--- src/rtl/cpu_pkg.sv ---
// Shared datapath constants: extension mode encodings, default extender widths
// and the handshake state encoding used by imm_extend_pipe.
package cpu_pkg;

    localparam int EXT_MODE_W = 3;
    localparam int IMM_IN_W   = 16;
    localparam int IMM_OUT_W  = 32;

    localparam logic [EXT_MODE_W-1:0] EXT_ZERO      = 3'd0;
    localparam logic [EXT_MODE_W-1:0] EXT_SIGN      = 3'd1;
    localparam logic [EXT_MODE_W-1:0] EXT_UPPER     = 3'd2;
    localparam logic [EXT_MODE_W-1:0] EXT_SIGN_SHL2 = 3'd3;
    localparam logic [EXT_MODE_W-1:0] EXT_BYTE_Z    = 3'd4;
    localparam logic [EXT_MODE_W-1:0] EXT_BYTE_S    = 3'd5;
    localparam logic [EXT_MODE_W-1:0] EXT_HALF_Z    = 3'd6;
    localparam logic [EXT_MODE_W-1:0] EXT_HALF_S    = 3'd7;

    // ST_ONE is "output register full"; ST_TWO additionally means the skid entry is full.
    typedef enum logic [1:0] {
        ST_EMPTY = 2'd0,
        ST_ONE   = 2'd1,
        ST_TWO   = 2'd2
    } ext_state_t;

endpackage

--- src/rtl/imm_extend_core.sv ---
// Purely combinational extension mux: widens in_data to OUT_W according to in_mode.
module imm_extend_core
    import cpu_pkg::*;
#(
    parameter int IN_W  = IMM_IN_W,
    parameter int OUT_W = IMM_OUT_W
) (
    input  logic [IN_W-1:0]       in_data,
    input  logic [EXT_MODE_W-1:0] in_mode,
    output logic [OUT_W-1:0]      ext_data
);

    logic [OUT_W-1:0] sign_ext;

    assign sign_ext = {{(OUT_W-IN_W){in_data[IN_W-1]}}, in_data};

    always_comb begin
        ext_data = '0;
        case (in_mode)
            EXT_ZERO:      ext_data = {{(OUT_W-IN_W){1'b0}}, in_data};
            EXT_SIGN:      ext_data = sign_ext;
            EXT_UPPER:     ext_data = {in_data, {(OUT_W-IN_W){1'b0}}};
            EXT_SIGN_SHL2: ext_data = {sign_ext[OUT_W-3:0], 2'b00};
            EXT_BYTE_Z:    ext_data = {{(OUT_W-8){1'b0}}, in_data[7:0]};
            EXT_BYTE_S:    ext_data = {{(OUT_W-8){in_data[7]}}, in_data[7:0]};
            EXT_HALF_Z:    ext_data = {{(OUT_W-16){1'b0}}, in_data[15:0]};
            EXT_HALF_S:    ext_data = {{(OUT_W-16){in_data[15]}}, in_data[15:0]};
        endcase
    end

endmodule

--- src/rtl/imm_extend_pipe.sv ---
// Registered immediate/data extender with valid/ready handshakes and a sideband tag.
// Define IMM_EXTEND_SKID_EN to add a 1-entry skid register so in_ready is registered.
module imm_extend_pipe
    import cpu_pkg::*;
#(
    parameter int IN_W  = IMM_IN_W,
    parameter int OUT_W = IMM_OUT_W,
    parameter int TAG_W = 5
) (
    input  logic                  clk,
    input  logic                  reset,
    input  logic                  in_valid,
    output logic                  in_ready,
    input  logic [IN_W-1:0]       in_data,
    input  logic [EXT_MODE_W-1:0] in_mode,
    input  logic [TAG_W-1:0]      in_tag,
    output logic                  out_valid,
    input  logic                  out_ready,
    output logic [OUT_W-1:0]      out_data,
    output logic [TAG_W-1:0]      out_tag,
    output logic                  out_neg
);

    logic [OUT_W-1:0] ext_data;
    ext_state_t       state;
    ext_state_t       state_next;
    logic             accept;
    logic             load_out;

    imm_extend_core #(
        .IN_W  (IN_W),
        .OUT_W (OUT_W)
    ) u_core (
        .in_data  (in_data),
        .in_mode  (in_mode),
        .ext_data (ext_data)
    );

    assign out_valid = (state != ST_EMPTY);
    assign out_neg   = out_data[OUT_W-1];

`ifdef IMM_EXTEND_SKID_EN

    logic [OUT_W-1:0] skid_data;
    logic [TAG_W-1:0] skid_tag;
    logic             load_skid;
    logic             pop_skid;

    // in_ready decodes only the state register, so out_ready never reaches it combinationally.
    always_comb begin
        state_next = state;
        load_out   = 1'b0;
        load_skid  = 1'b0;
        pop_skid   = 1'b0;
        in_ready   = (state != ST_TWO);
        accept     = in_valid && in_ready;
        case (state)
            ST_EMPTY: begin
                if (accept) begin
                    load_out   = 1'b1;
                    state_next = ST_ONE;
                end
            end
            ST_ONE: begin
                if (out_ready) begin
                    if (accept) load_out = 1'b1;
                    else        state_next = ST_EMPTY;
                end else if (accept) begin
                    load_skid  = 1'b1;
                    state_next = ST_TWO;
                end
            end
            ST_TWO: begin
                if (out_ready) begin
                    pop_skid   = 1'b1;
                    state_next = ST_ONE;
                end
            end
            default: state_next = ST_EMPTY;
        endcase
    end

    always_ff @(posedge clk or posedge reset) begin
        if (reset) begin
            state     <= ST_EMPTY;
            out_data  <= '0;
            out_tag   <= '0;
            skid_data <= '0;
            skid_tag  <= '0;
        end else begin
            state <= state_next;
            if (pop_skid) begin
                out_data <= skid_data;
                out_tag  <= skid_tag;
            end else if (load_out) begin
                out_data <= ext_data;
                out_tag  <= in_tag;
            end
            if (load_skid) begin
                skid_data <= ext_data;
                skid_tag  <= in_tag;
            end
        end
    end

`else

    // A full output register can still accept when the consumer drains it in the same cycle.
    always_comb begin
        state_next = state;
        load_out   = 1'b0;
        in_ready   = (state == ST_EMPTY) || out_ready;
        accept     = in_valid && in_ready;
        case (state)
            ST_EMPTY: begin
                if (accept) begin
                    load_out   = 1'b1;
                    state_next = ST_ONE;
                end
            end
            ST_ONE: begin
                if (accept)         load_out = 1'b1;
                else if (out_ready) state_next = ST_EMPTY;
            end
            default: state_next = ST_EMPTY;
        endcase
    end

    always_ff @(posedge clk or posedge reset) begin
        if (reset) begin
            state    <= ST_EMPTY;
            out_data <= '0;
            out_tag  <= '0;
        end else begin
            state <= state_next;
            if (load_out) begin
                out_data <= ext_data;
                out_tag  <= in_tag;
            end
        end
    end

`endif

endmodule

--- config.mk ---
export PLATFORM = sky130hd
export DESIGN_NAME = imm_extend_pipe
export DESIGN_NICKNAME = d
export VERILOG_FILES = /design/src/rtl/cpu_pkg.sv /design/src/rtl/imm_extend_core.sv /design/src/rtl/imm_extend_pipe.sv
export SDC_FILE = /design/constraint.sdc
export NUM_CORES = 1
export LEC_CHECK = 0
export ABC_CLOCK_PERIOD_IN_PS = 3290
export BUFFER_PORTS_ARGS = -buffer_cell sky130_fd_sc_hd__buf_4
export CAP_MARGIN = 15
export CELL_PAD_IN_SITES_DETAIL_PLACEMENT = 1
export CELL_PAD_IN_SITES_GLOBAL_PLACEMENT = 1
export CORE_ASPECT_RATIO = 1.25
export CORE_MARGIN = 2
export CORE_UTILIZATION = 38
export DETAILED_ROUTE_END_ITERATION = 12
export GPL_ROUTABILITY_DRIVEN = 0
export GPL_TIMING_DRIVEN = 0
export PLACE_DENSITY_LB_ADDON = 0.1
export SETUP_SLACK_MARGIN = 0.5
export SKIP_LAST_GASP = 1
export SYNTH_ARGS = -nofsm -noshare
export SYNTH_HDL_FRONTEND = slang
export SYNTH_SLANG_ARGS = --single-unit
--- constraint.sdc ---
create_clock -name clk -period 3.29 [get_ports clk]
set_clock_uncertainty 0.05 [all_clocks]
set_input_delay 0 -clock clk [delete_from_list [all_inputs] [get_ports clk]]
set_output_delay 0 -clock clk [all_outputs]
set_load 0.1 [all_outputs]
# Word level (Yosys, flattened, before mapping)
# Index checks and enable logic that the tools add are counted.
# op_classes
add_sub_neg	0
multipliers	0
div	0
magnitude_cmp	0
eq_ne	11
shift	0
muxes	7
bitwise	0
reduce_logical	9
# op_table
op	n
one-hot mux 32 bit (6 select lines)	1
== test 3 bit, second input constant	4
== test 3 x 2 -> 1 bit, second input constant	2
two-way mux 2 bit	3
inequality test 2 bit, second input constant	3
OR reduction 2 bit	3
one-hot mux 2 bit (2 select lines)	1
== test 3 x 1 -> 1 bit, second input constant	1
zero test 3 bit	1
AND reduction 3 bit	1
== test 2 x 1 -> 1 bit, second input constant	1
zero test 2 bit	1
two-way mux 1 bit	2
nonzero test 2 bit	1
logical AND 1 bit	1
logical OR 1 bit	1
# totals
reg_bits	39
latch_bits	0
mem_bits_rw	0
romBits	0
inputBits	28
out_inout_bits	40
wordCells	30
n_memories	0

# Depth between registers and ports, before layout
# logic_depth
word_depth	5
ltp_mapped	7
mapped_depth_nobuf	4

# Cells and area by module
# A second synthesis with hierarchy kept.
# hier_totals
hier_cells	178
hier_area_um2	2174.6
# by_module_without_submodules
mod	instances	cells_per_inst	area_each_um2	seq_area_each_um2
imm_extend_pipe	1	83	1584.0	950.9
imm_extend_core	1	95	590.6	0.0

# Least setup slack after synthesis
# Ideal clock, no wire load.
# synth_timing
kind	register to register
start	reg state[0]
end	reg out_tag[0]
setup_ns	0.120
arrival_time_ns	2.607
required_time_ns	3.120
path_slack_ns	0.514
path_stages_with_launch	7
path_buffers	2
synth_period_minus_slack_ns	2.776
cell_sequence	dfrtp_1 nand2b_1 and2_1 buf_2 buf_4 nand2_1 nand2_1
# synth_via
elab_chain_cells	5
word_cells_on_any_way	7
classes_between	eq/ne: 1; mux: 2; reduce/logical: 4
# synth_rtl
element	line_no	rtl
start, declared	imm_extend_pipe.sv:25	ext_state_t state;
start signal, assigned	imm_extend_pipe.sv:135	state <= state_next;
zero test 2 bit	imm_extend_pipe.sv:112	in_ready = (state == ST_EMPTY) || out_ready;
logical OR 1 bit	imm_extend_pipe.sv:112	
net in_ready	imm_extend_pipe.sv:13	output logic in_ready,
logical AND 1 bit	imm_extend_pipe.sv:113	accept = in_valid && in_ready;
two-way mux 1 bit	imm_extend_pipe.sv:116, imm_extend_pipe.sv:122	
two-way mux 1 bit	--	
end signal, assigned	imm_extend_pipe.sv:138	out_tag <= in_tag;
end, declared	imm_extend_pipe.sv:20	output logic [TAG_W-1:0] out_tag,
# The timed path passes the listed nets, and every way through them passes these cells.
# A chain may end at the register's enable or synchronous reset.

# Worst setup path after layout
# layout_timing
start	reg state[0]
end	reg out_data[24]
# layout_via
elab_chain_cells	5
word_cells_on_any_way	7
classes_between	eq/ne: 1; mux: 2; reduce/logical: 4
# layout_rtl
element	line_no	rtl
zero test 2 bit	imm_extend_pipe.sv:112, imm_extend_pipe.sv:114	
logical OR 1 bit	imm_extend_pipe.sv:112	
logical AND 1 bit	imm_extend_pipe.sv:113	
two-way mux 1 bit	imm_extend_pipe.sv:116, imm_extend_pipe.sv:122	
two-way mux 1 bit *	--	
end signal, assigned	imm_extend_pipe.sv:137	out_data <= ext_data;
end, declared	imm_extend_pipe.sv:19	output logic [OUT_W-1:0] out_data,
# Mark *: on every way between the ends. The rest lies on a longest branch, timed or not.

==> flow_metrics.env <==
export IMPL_status="completed"
export IMPL_hold_violations=0
export IMPL_worstMarginPinSlew_ns=0.818
export IMPL_fin_setup_tns_ns=0
export IMPL_cts_tree="done"
export IMPL_synth_top_family_by_area="simple AND/OR/NAND/NOR gates"
export IMPL_port_buffers=64
export IMPL_pwr_density_cell_nw_per_um2=670
export IMPL_die_x_um=67.8
export IMPL_drc=0
export IMPL_dp_hpwl_mm=4.00
export IMPL_synth_xor_area_share_pct=0.452
export IMPL_cp_start_kind="flop"
export IMPL_viasPerCell=5.04
export IMPL_cts_hold_buf=24
export IMPL_end_kind="flop"
export IMPL_ys_flop_type="dfrtp_1"
export IMPL_p_leak_nw=1.41
export IMPL_worstSetupPathType="reg -> reg"
export IMPL_p_total_w=0.00193
export IMPL_drtIter0Drc=150
export IMPL_stdcell_count=390
export IMPL_layout_drive_gt1_share_pct=28.0
export IMPL_wl_per_cell_um=15.1
export IMPL_fin_nets=355
export IMPL_grt_ovfl_total=0
export IMPL_ctsResizeCount=0
export IMPL_yosys_warnings=0
export IMPL_syn_nets=260
export IMPL_p_sw_w=0.000882
export IMPL_layout_cells_most_common="nand2_1"
export IMPL_drt_first_pass_iters=4
export IMPL_crit_required_ns=3.46
export IMPL_yosys_area_top_type_share_pct=49.1
export IMPL_power_share_sequential_pct=29.6
export IMPL_initial_core_util_pct=38.7
export IMPL_cts_root_buf="clkbuf_8"
export IMPL_setup_viol=0
export IMPL_path_max_fanout=10
export IMPL_die_area_um2=5680
export IMPL_grt_pass1_wl_mm=9.77
export IMPL_rows=29
export IMPL_synth_mux_area_share_pct=0
export IMPL_wirelength_mm=5.89
export IMPL_grt_pass1_vias=2111
export IMPL_synth_async_reset_ratio_pct=100
export IMPL_grt_max_degree=39
export IMPL_intPower_w=0.00105
export IMPL_pwr_share_comb_pct=44.7
export IMPL_ys_types=30
export IMPL_cp_arrival_ns=1.70
export IMPL_netlist_area_um2=1940
export IMPL_drtAntennaViolNets=0
export IMPL_syn_area_per_cell_um2=8.34
export IMPL_yosysTopAreaCell="dfrtp_1"
export IMPL_synthSimpleGateAreaFrac_pct=23.9
export IMPL_ys_ff_latch=38
export IMPL_clock_sinks=38
export IMPL_post_cts_buffers=0
export IMPL_min_period_ns=1.54
export IMPL_clkPwrFrac_pct=25.7
export IMPL_vias=1965
export IMPL_path_clk_slew_ns=0.08
export IMPL_grt_setup_unrepaired="no"
export IMPL_setup_slack_ns=1.75
export IMPL_hp_class="in -> reg"
export IMPL_grtUsageTotal_pct=22.7
export IMPL_synth_compound_area_share_pct=17.3
export IMPL_drv_cap=0
export IMPL_swShare_pct=45.7
export IMPL_io_pins=68
export IMPL_place_ws_ns=1.79
export IMPL_dpl_cell_count=358
export IMPL_final_cell_mix="72 x nand2_1, 69 x buf_4, 38 x dfrtp_1"
export IMPL_slew_violations=0
export IMPL_synth_fa_ha_area_share_pct=0.517
export IMPL_synthCells=232
export IMPL_syn_to_final_growth_pct=48.6
export IMPL_diodes=0
export IMPL_vdd_drop_max_mv=0.316
export IMPL_htree_levels=2
export IMPL_antenna_found_initial=0
export IMPL_seq_area_frac_synth_pct=49.1
export IMPL_cts_buffer_depth=2
export IMPL_slew_headroom_pct=45.4
export IMPL_synth_edff_count=0
export IMPL_max_freq_mhz=651
export IMPL_clk_latency_ns=0.29
export IMPL_yosys_top_cells_area="dfrtp_1 49%, nand2_1 14%, a31oi_1 5.2%"
export IMPL_finalCritPeriodShare_pct=46.7
export IMPL_die_h_um=83.8
export IMPL_core_area_um2=5010
export IMPL_cts_buffers=5
==> synth_stat cells (all sizes together), types with 2 or more instances <==
library cell  number
a21oi              9
nand3              7
nand2             72
buf               15
o311ai             4
dfrtp             38
nand2b             3
o21ai             17
nor2              24
inv                9
clkbuf             4
o211ai             2
a21o               2
a31oi             16
==> worst paths after layout <==
check                          endpoint  slack [ns]         start  cells after the start
max                        out_data[24]        1.75      state[0]                      5
min                        out_data[18]        0.05    in_mode[0]                      4
max reg2reg                out_data[24]        1.75      state[0]                      5
min reg2reg                out_data[10]        0.43  out_data[10]                      2
max in group asynchronous  out_data[12]        2.30         reset                      3
min in group asynchronous  out_data[27]        0.38         reset                      3
==> worst max-delay path, cell delays in order (launching register included) <==
cell	delay (ns)
dfrtp_1	0.39
nand2b_1	0.13
and2_1	0.21
clkbuf_1	0.42
nor2_1	0.10
a31oi_1	0.17
==> per-layer routing <==
metal,vias to the layer above,track usage [%],wire (µm)
met5,-,0,0
met4,0,6.91,121
met3,9,4.59,231
met2,48,40.4,3060
met1,947,26.5,2480
li1,961,-,-
==> metrics by stage <==
stage | util [%] | hold slack, ns | instance area, µm²
6_report | 57.4 | 0.0529 | 2880
5_1_grt | 57.4 | 0.0769 | 2880
4_1_cts | 57.4 | 0.0479 | 2880
3_5_place_dp | 49.8 | 0.149 | 2490
3_3_place_gp | 49.8 | 0.140 | 2490
2_1_floorplan | - | 0.0554 | 1940
==> cell families (layout without fill, tap and decap cells) <==
kind of cell,Yosys count,in the layout
and+or+nand+nor,110,110
AOI/OAI and AO/OA,54,54
DFF,38,38
buffers and inverters,28,124
adders and majority gates,1,1
xor gates and xnor gates,1,1
==> power by group through the flow <==
stage	Clock, W	Sequential [W]	Combinational [W]
5_1_grt	0.000522	0.000579	0.000900
6_report	0.000496	0.000571	0.000861
4_1_cts	0.000504	0.000573	0.000864
3_3_place_gp	0	0.000578	0.000833
2_1_floorplan	0	0.00107	0.000155
3_5_place_dp	0	0.000581	0.000839
==> flip-flops by register name (all words and copies together) (netlist names) <==
register and flops:
out_data 32, out_tag 5, state 1
==> final cells by class <==
type / count / area, µm²
fillers: 614 / 2130
flip-flops and latches: 38 / 951
multi-input cells: 166 / 817
repair buffers: 88 / 721
plain buffers: 19 / 134
clock buffers: 6 / 82.6
well taps: 62 / 77.6
clock inverters: 2 / 60.1
inverters: 9 / 33.8
No activity file was read; power rests on OpenSTA's default activity.
